<file path="config.mk">
export PLATFORM = sky130hd
export DESIGN_NAME = id_ex_stage
export DESIGN_NICKNAME = d
export VERILOG_FILES = /design/src/rtl/id_ex_stage_pkg.sv /design/src/rtl/id_ex_stage_hazard_detect.sv /design/src/rtl/id_ex_stage.sv
export SDC_FILE = /design/constraint.sdc
export NUM_CORES = 1
export LEC_CHECK = 0
export CORE_UTILIZATION = 40
export DETAILED_ROUTE_END_ITERATION = 8
export GPL_TIMING_DRIVEN = 0
export PLACE_DENSITY_LB_ADDON = 0.05
export SLEW_MARGIN = 20
export SYNTH_ARGS = -nofsm -noshare
export SYNTH_HDL_FRONTEND = slang
export SYNTH_SLANG_ARGS = --single-unit
export TNS_END_PERCENT = 5
</file>
<file path="constraint.sdc">
create_clock -name clk -period 3.9 [get_ports clk]
set_clock_uncertainty 0.15 [all_clocks]
set_input_delay 0.78 -clock clk [delete_from_list [all_inputs] [get_ports clk]]
set_output_delay 0.78 -clock clk [all_outputs]
set_load 0.05 [all_outputs]
</file>
<file path="src/rtl/id_ex_stage_pkg.sv">
// Shared constants and types for the ID/EX pipeline register slice.
// Optional feature macro: ID_EX_MULT_STALL_EN (multi-cycle MULTU holding).
package id_ex_stage_pkg;

    // Control bundle widths
    localparam int EX_W  = 4;   // {RegDst, ALUOp[1:0], ALUSrc}
    localparam int MEM_W = 3;   // {MemRead, MemWrite, MemtoReg}
    localparam int WB_W  = 2;   // {RegWrite, MemtoReg}

    // Bundle bit positions
    localparam int MEM_READ_BIT  = 2;
    localparam int REG_WRITE_BIT = 1;

    // Decode values used to recognise MULTU
    localparam logic [1:0] ALUOP_RTYPE = 2'b10;
    localparam logic [5:0] FUNCT_MULTU = 6'b011001;

    // EX occupancy state
    typedef enum logic {
        ST_RUN  = 1'b0,
        ST_MULT = 1'b1
    } state_t;

endpackage

</file>
<file path="src/rtl/id_ex_stage_hazard_detect.sv">
// Load-use hazard detection between the instruction in EX and the one in ID.
// A load into $0 never creates a hazard.
module hazard_detect
    import id_ex_stage_pkg::*;
(
    input  logic       ex_valid,
    input  logic       ex_memread,
    input  logic [4:0] ex_rt,
    input  logic       id_valid,
    input  logic [4:0] id_rs,
    input  logic [4:0] id_rt,
    output logic       lu
);

    // A valid load in EX whose destination is read by the valid ID instruction
    always_comb begin
        lu = ex_valid & ex_memread & (ex_rt != 5'd0) & id_valid &
             ((ex_rt == id_rs) | (ex_rt == id_rt));
    end

endmodule

</file>
<file path="src/rtl/id_ex_stage.sv">
// ID/EX pipeline register with load-use bubbling, flush and, when the macro
// ID_EX_MULT_STALL_EN is defined, a multi-cycle hold for MULTU.
// Without the macro MULTU is an ordinary single-cycle instruction.
module id_ex_stage
    import id_ex_stage_pkg::*;
#(
    parameter int MULT_CYCLES = 32
) (
    input  logic              clk,
    input  logic              rst_n,
    input  logic              flush,
    input  logic              id_valid,
    input  logic [EX_W-1:0]   id_ex,
    input  logic [MEM_W-1:0]  id_mem,
    input  logic [WB_W-1:0]   id_wb,
    input  logic [31:0]       id_rs_data,
    input  logic [31:0]       id_rt_data,
    input  logic [31:0]       id_imm,
    input  logic [4:0]        id_rs,
    input  logic [4:0]        id_rt,
    input  logic [4:0]        id_rd,
    input  logic [5:0]        id_funct,
    input  logic [4:0]        id_shamt,
    output logic              ex_valid,
    output logic [EX_W-1:0]   ex_ex,
    output logic [MEM_W-1:0]  ex_mem,
    output logic [WB_W-1:0]   ex_wb,
    output logic [31:0]       ex_rs_data,
    output logic [31:0]       ex_rt_data,
    output logic [31:0]       ex_imm,
    output logic [4:0]        ex_rs,
    output logic [4:0]        ex_rt,
    output logic [4:0]        ex_rd,
    output logic [5:0]        ex_funct,
    output logic [4:0]        ex_shamt,
    output logic              stall,
    output logic              ex_hold
);

    logic lu;
    logic hold;
    logic bubble;

    hazard_detect u_hazard_detect (
        .ex_valid   (ex_valid),
        .ex_memread (ex_mem[MEM_READ_BIT]),
        .ex_rt      (ex_rt),
        .id_valid   (id_valid),
        .id_rs      (id_rs),
        .id_rt      (id_rt),
        .lu         (lu)
    );

`ifdef ID_EX_MULT_STALL_EN
    localparam logic [5:0] CNT_LOAD = 6'(MULT_CYCLES - 1);

    state_t     state;
    state_t     state_next;
    logic [5:0] cnt;
    logic [5:0] cnt_next;
    logic       id_is_multu;

    // EX is occupied while a MULTU still has cycles left to run
    always_comb begin
        hold        = (state == ST_MULT) && (cnt != 6'd0);
        id_is_multu = id_valid && (id_ex[2:1] == ALUOP_RTYPE) &&
                      (id_funct == FUNCT_MULTU);
    end

    // Next state: flush aborts, hold counts down, bubbles return to RUN,
    // a normal load starts a new multiply when the incoming op is MULTU
    always_comb begin
        state_next = state;
        cnt_next   = cnt;
        if (flush) begin
            state_next = ST_RUN;
            cnt_next   = 6'd0;
        end else if (hold) begin
            cnt_next   = cnt - 6'd1;
        end else if (lu) begin
            state_next = ST_RUN;
            cnt_next   = 6'd0;
        end else if (id_is_multu) begin
            state_next = ST_MULT;
            cnt_next   = CNT_LOAD;
        end else begin
            state_next = ST_RUN;
            cnt_next   = 6'd0;
        end
    end

    // State and down-counter registers
    always_ff @(posedge clk or negedge rst_n) begin
        if (!rst_n) begin
            state <= ST_RUN;
            cnt   <= 6'd0;
        end else begin
            state <= state_next;
            cnt   <= cnt_next;
        end
    end
`else
    // Without multi-cycle support EX is never held
    always_comb begin
        hold = 1'b0;
    end
`endif

    // Hazard-side outputs and the bubble decision for this edge
    always_comb begin
        ex_hold = hold;
        stall   = hold | (lu & ~hold);
        bubble  = flush | (~hold & lu);
    end

    // Pipeline register: bubble zeroes valid and controls, hold freezes
    // everything, otherwise the ID contents move into EX
    always_ff @(posedge clk or negedge rst_n) begin
        if (!rst_n) begin
            ex_valid   <= 1'b0;
            ex_ex      <= '0;
            ex_mem     <= '0;
            ex_wb      <= '0;
            ex_rs_data <= '0;
            ex_rt_data <= '0;
            ex_imm     <= '0;
            ex_rs      <= '0;
            ex_rt      <= '0;
            ex_rd      <= '0;
            ex_funct   <= '0;
            ex_shamt   <= '0;
        end else if (bubble) begin
            ex_valid   <= 1'b0;
            ex_ex      <= '0;
            ex_mem     <= '0;
            ex_wb      <= '0;
        end else if (!hold) begin
            ex_valid   <= id_valid;
            ex_ex      <= id_ex;
            ex_mem     <= id_mem;
            ex_wb      <= id_wb;
            ex_rs_data <= id_rs_data;
            ex_rt_data <= id_rt_data;
            ex_imm     <= id_imm;
            ex_rs      <= id_rs;
            ex_rt      <= id_rt;
            ex_rd      <= id_rd;
            ex_funct   <= id_funct;
            ex_shamt   <= id_shamt;
        end
    end

endmodule

</file>
==> results.txt <==
Area contributors post-synth: dfrtp_1 62%, mux2_4 18%, mux2_2 11%
cts repair resizes: 0
RSZ-0062 raised after global routing: false
hpwl dp: 10.2 mm
layout net count: 725
top routing layer used: met4
first-pass GRT wire length: 22.2 mm
clock sink count: 132
initial antenna violation count: 0
final worst path period need: 3.81 ns
CTS tree: done
Die Ht: 117 um
Leakage Power: 3.83 nW
final cell utilization of the core: 68.5%
Yosys reg bits: 132
average size of a mapped cell: 17.6 um^2
Tcrit/Tclk final: 97.8%
routed wl met3: 1.13 mm
maximum fanout along the worst path: 3
DP Cell Count: 743
FMAX: 0.262 GHz
# fillers: 889
Total GRT Usage: 21.2%
full die area: 13800 um^2
vias in the first global route: 3958
fin cells: 774
number of CTS-inserted buffers: 17
final instance area: 8740 um^2
mapped cell area: 5320 um^2
WP data arrival: 2.88 ns
Pins Over Slew Limit: 0
postcts setup bufs: 0
largest net degree at the start of global routing: 72
area leader, netlist: dfrtp_1
sum of routed wire segments on met1: 5.41 mm
type of origin of the critical path: primary input
GR Overflow Total: 0
Max Cap Viol: 0
Seq. cell area: 3300 um^2
final hold viol count: 0
drt first pass iters: 4
Area Growth Syn to Fin: 64.4%
# setup viols final: 0
syn_nets: 438
footprint of the multi-input gates: 1830 um^2
routed vias: 3628
clk slew on worst S/H paths: 0.05 ns
# port buffers: 267
post-synthesis cell type count: 19
total power: 4.14 mW
Core Region: 12800 um^2
wire length on met2: 6.89 mm
Antenna Violating Nets Remaining: 0
Mapped Cells: 303
sequential fraction of the synthesis area: 62.1%
WL/cell: 17.8 um
status: finished, final reports clean
1st-iter DRT viols: 144
Worst Hold Slack: 0.153 ns
Worst EP required: 2.97 ns
clock root cell: clkbuf_16
Tightest Hold Check Type: primary input to asynchronous set/reset pin
Placement Cell Area: 8240 um^2
Site Rows: 41
maximum VDD drop: 0.000307 V
Worst-Margin Slew: 0.591 ns
clk buf depth: 2
H-tree Lvls: 4
top-level I/O count: 269
Initial Util: 41.6%
post-synth top area share: 62.1%
worst skew pair latency: 0.41 ns
Critical Path End Type: primary output
PwrDens: 474 nW/um^2
layout cells sized above 1: 26.9%
CTS Hold Bufs: 0
Synth Warn #: 0
Die X: 117 um
Vias/cell: 4.69
Residual DRC: 0
Slew headroom: 60.5%
kind of critical path: primary input to primary output
Final Wtd Congestion: 0.772
ANT cells: 0
routed wire length: 13.8 mm
[metrics by stage]
stage          TNS (ns)  worst slack (ns)
6_report              0            0.0867
5_1_grt               0            0.0533
4_1_cts               0             0.110
3_5_place_dp          0             0.155
3_3_place_gp    -438.15             -3.33
2_1_floorplan         0              1.01
[cells in the mapped netlist]
cell type,instances
a22o_1,5
buf_8,7
mux2_2,52
and2_1,10
conb_1,1
buf_4,7
dfrtp_1,132
a22oi_1,1
o21ba_1,1
mux2_4,65
xor2_1,10
nand3_1,1
buf_6,2
nor2_1,4
clkbuf_2,1
nor4_1,1
or4_1,1
or2b_1,1
nor4_2,1
[cell type report]
| type | instances | share of cell area, % |
|---|---|---|
| Timing Repair Buffer | 268 | 30.9 |
| Multi-Input combinational cell | 154 | 20.9 |
| Clock inverter | 6 | 0.343 |
| Sequential cell | 132 | 37.8 |
| Tap cell | 172 | 2.46 |
| Buffer | 17 | 2.12 |
| Clock buffer | 25 | 5.44 |
[path summary, 6_finish.rpt]
path / startpoint / end / slack (ns) / cells after the start
worst max register to register: ex_rt[2] / ex_rt_data[20] / 1.56 / 7
worst min register to register: ex_imm[11] / ex_imm[11] / 0.35 / 1
worst max-delay path: id_valid / stall / 0.09 / 6
max in group asynchronous: rst_n / ex_imm[21] / 2.73 / 2
min in group clk: ex_imm[11] / ex_imm[11] / 0.35 / 1
worst min-delay path: rst_n / ex_rs_data[0] / 0.15 / 1
[worst max-delay path, cell delays in order]
cell and delay [ns]:
clkdlybuf4s50_1 0.47, nand3_1 0.14, nor4_1 0.37, a22oi_1 0.16, nor2_1 0.13, clkdlybuf4s50_1 0.84
[registers in the layout, summed over array words and instances (netlist names)]
name,count
ex_rt,5
ex_imm,32
ex_funct,6
ex_rs,5
ex_ex,4
ex_valid,1
ex_shamt,5
ex_rd,5
ex_wb,2
ex_mem,3
ex_rs_data,32
ex_rt_data,32
[cells by family after synthesis]
| kind of cell | after synthesis | synth area share [%] |
|---|---|---|
| DFF | 132 | 62.1 |
| muxes | 117 | 29.4 |
| and+or+nand+nor | 19 | 2.19 |
| buffers and inverters | 17 | 3.48 |
| xor gates and xnor gates | 10 | 1.65 |
| AOI/OAI and AO/OA | 7 | 1.15 |
| other | 1 | 0.0705 |
[cell usage in the layout, fill, tap and decap left out, drive strengths merged]
cell             n
a22oi            1
nand3            1
nor4             2
and2            10
mux2           117
dfrtp          132
buf             18
o21ba            1
nor2             4
or2b             1
conb             1
clkdlybuf4s50  266
clkbuf          26
or4              1
clkinv           6
xor2            10
a22o             5
[power breakdown]
group / total, mW / switching, mW / internal (mW)
Combinational: 1.20 / 0.679 / 0.517
Sequential: 1.58 / 0.0753 / 1.51
Clock: 1.37 / 0.534 / 0.834
[per-layer routing]
layer / GRT usage (%) / vias up
met3: 8.61 / 22
li1: - / 1629
met5: 0 / -
met1: 24.8 / 1807
met2: 34.5 / 170
met4: 8.85 / 0
No activity file was read; power rests on OpenSTA's default activity.
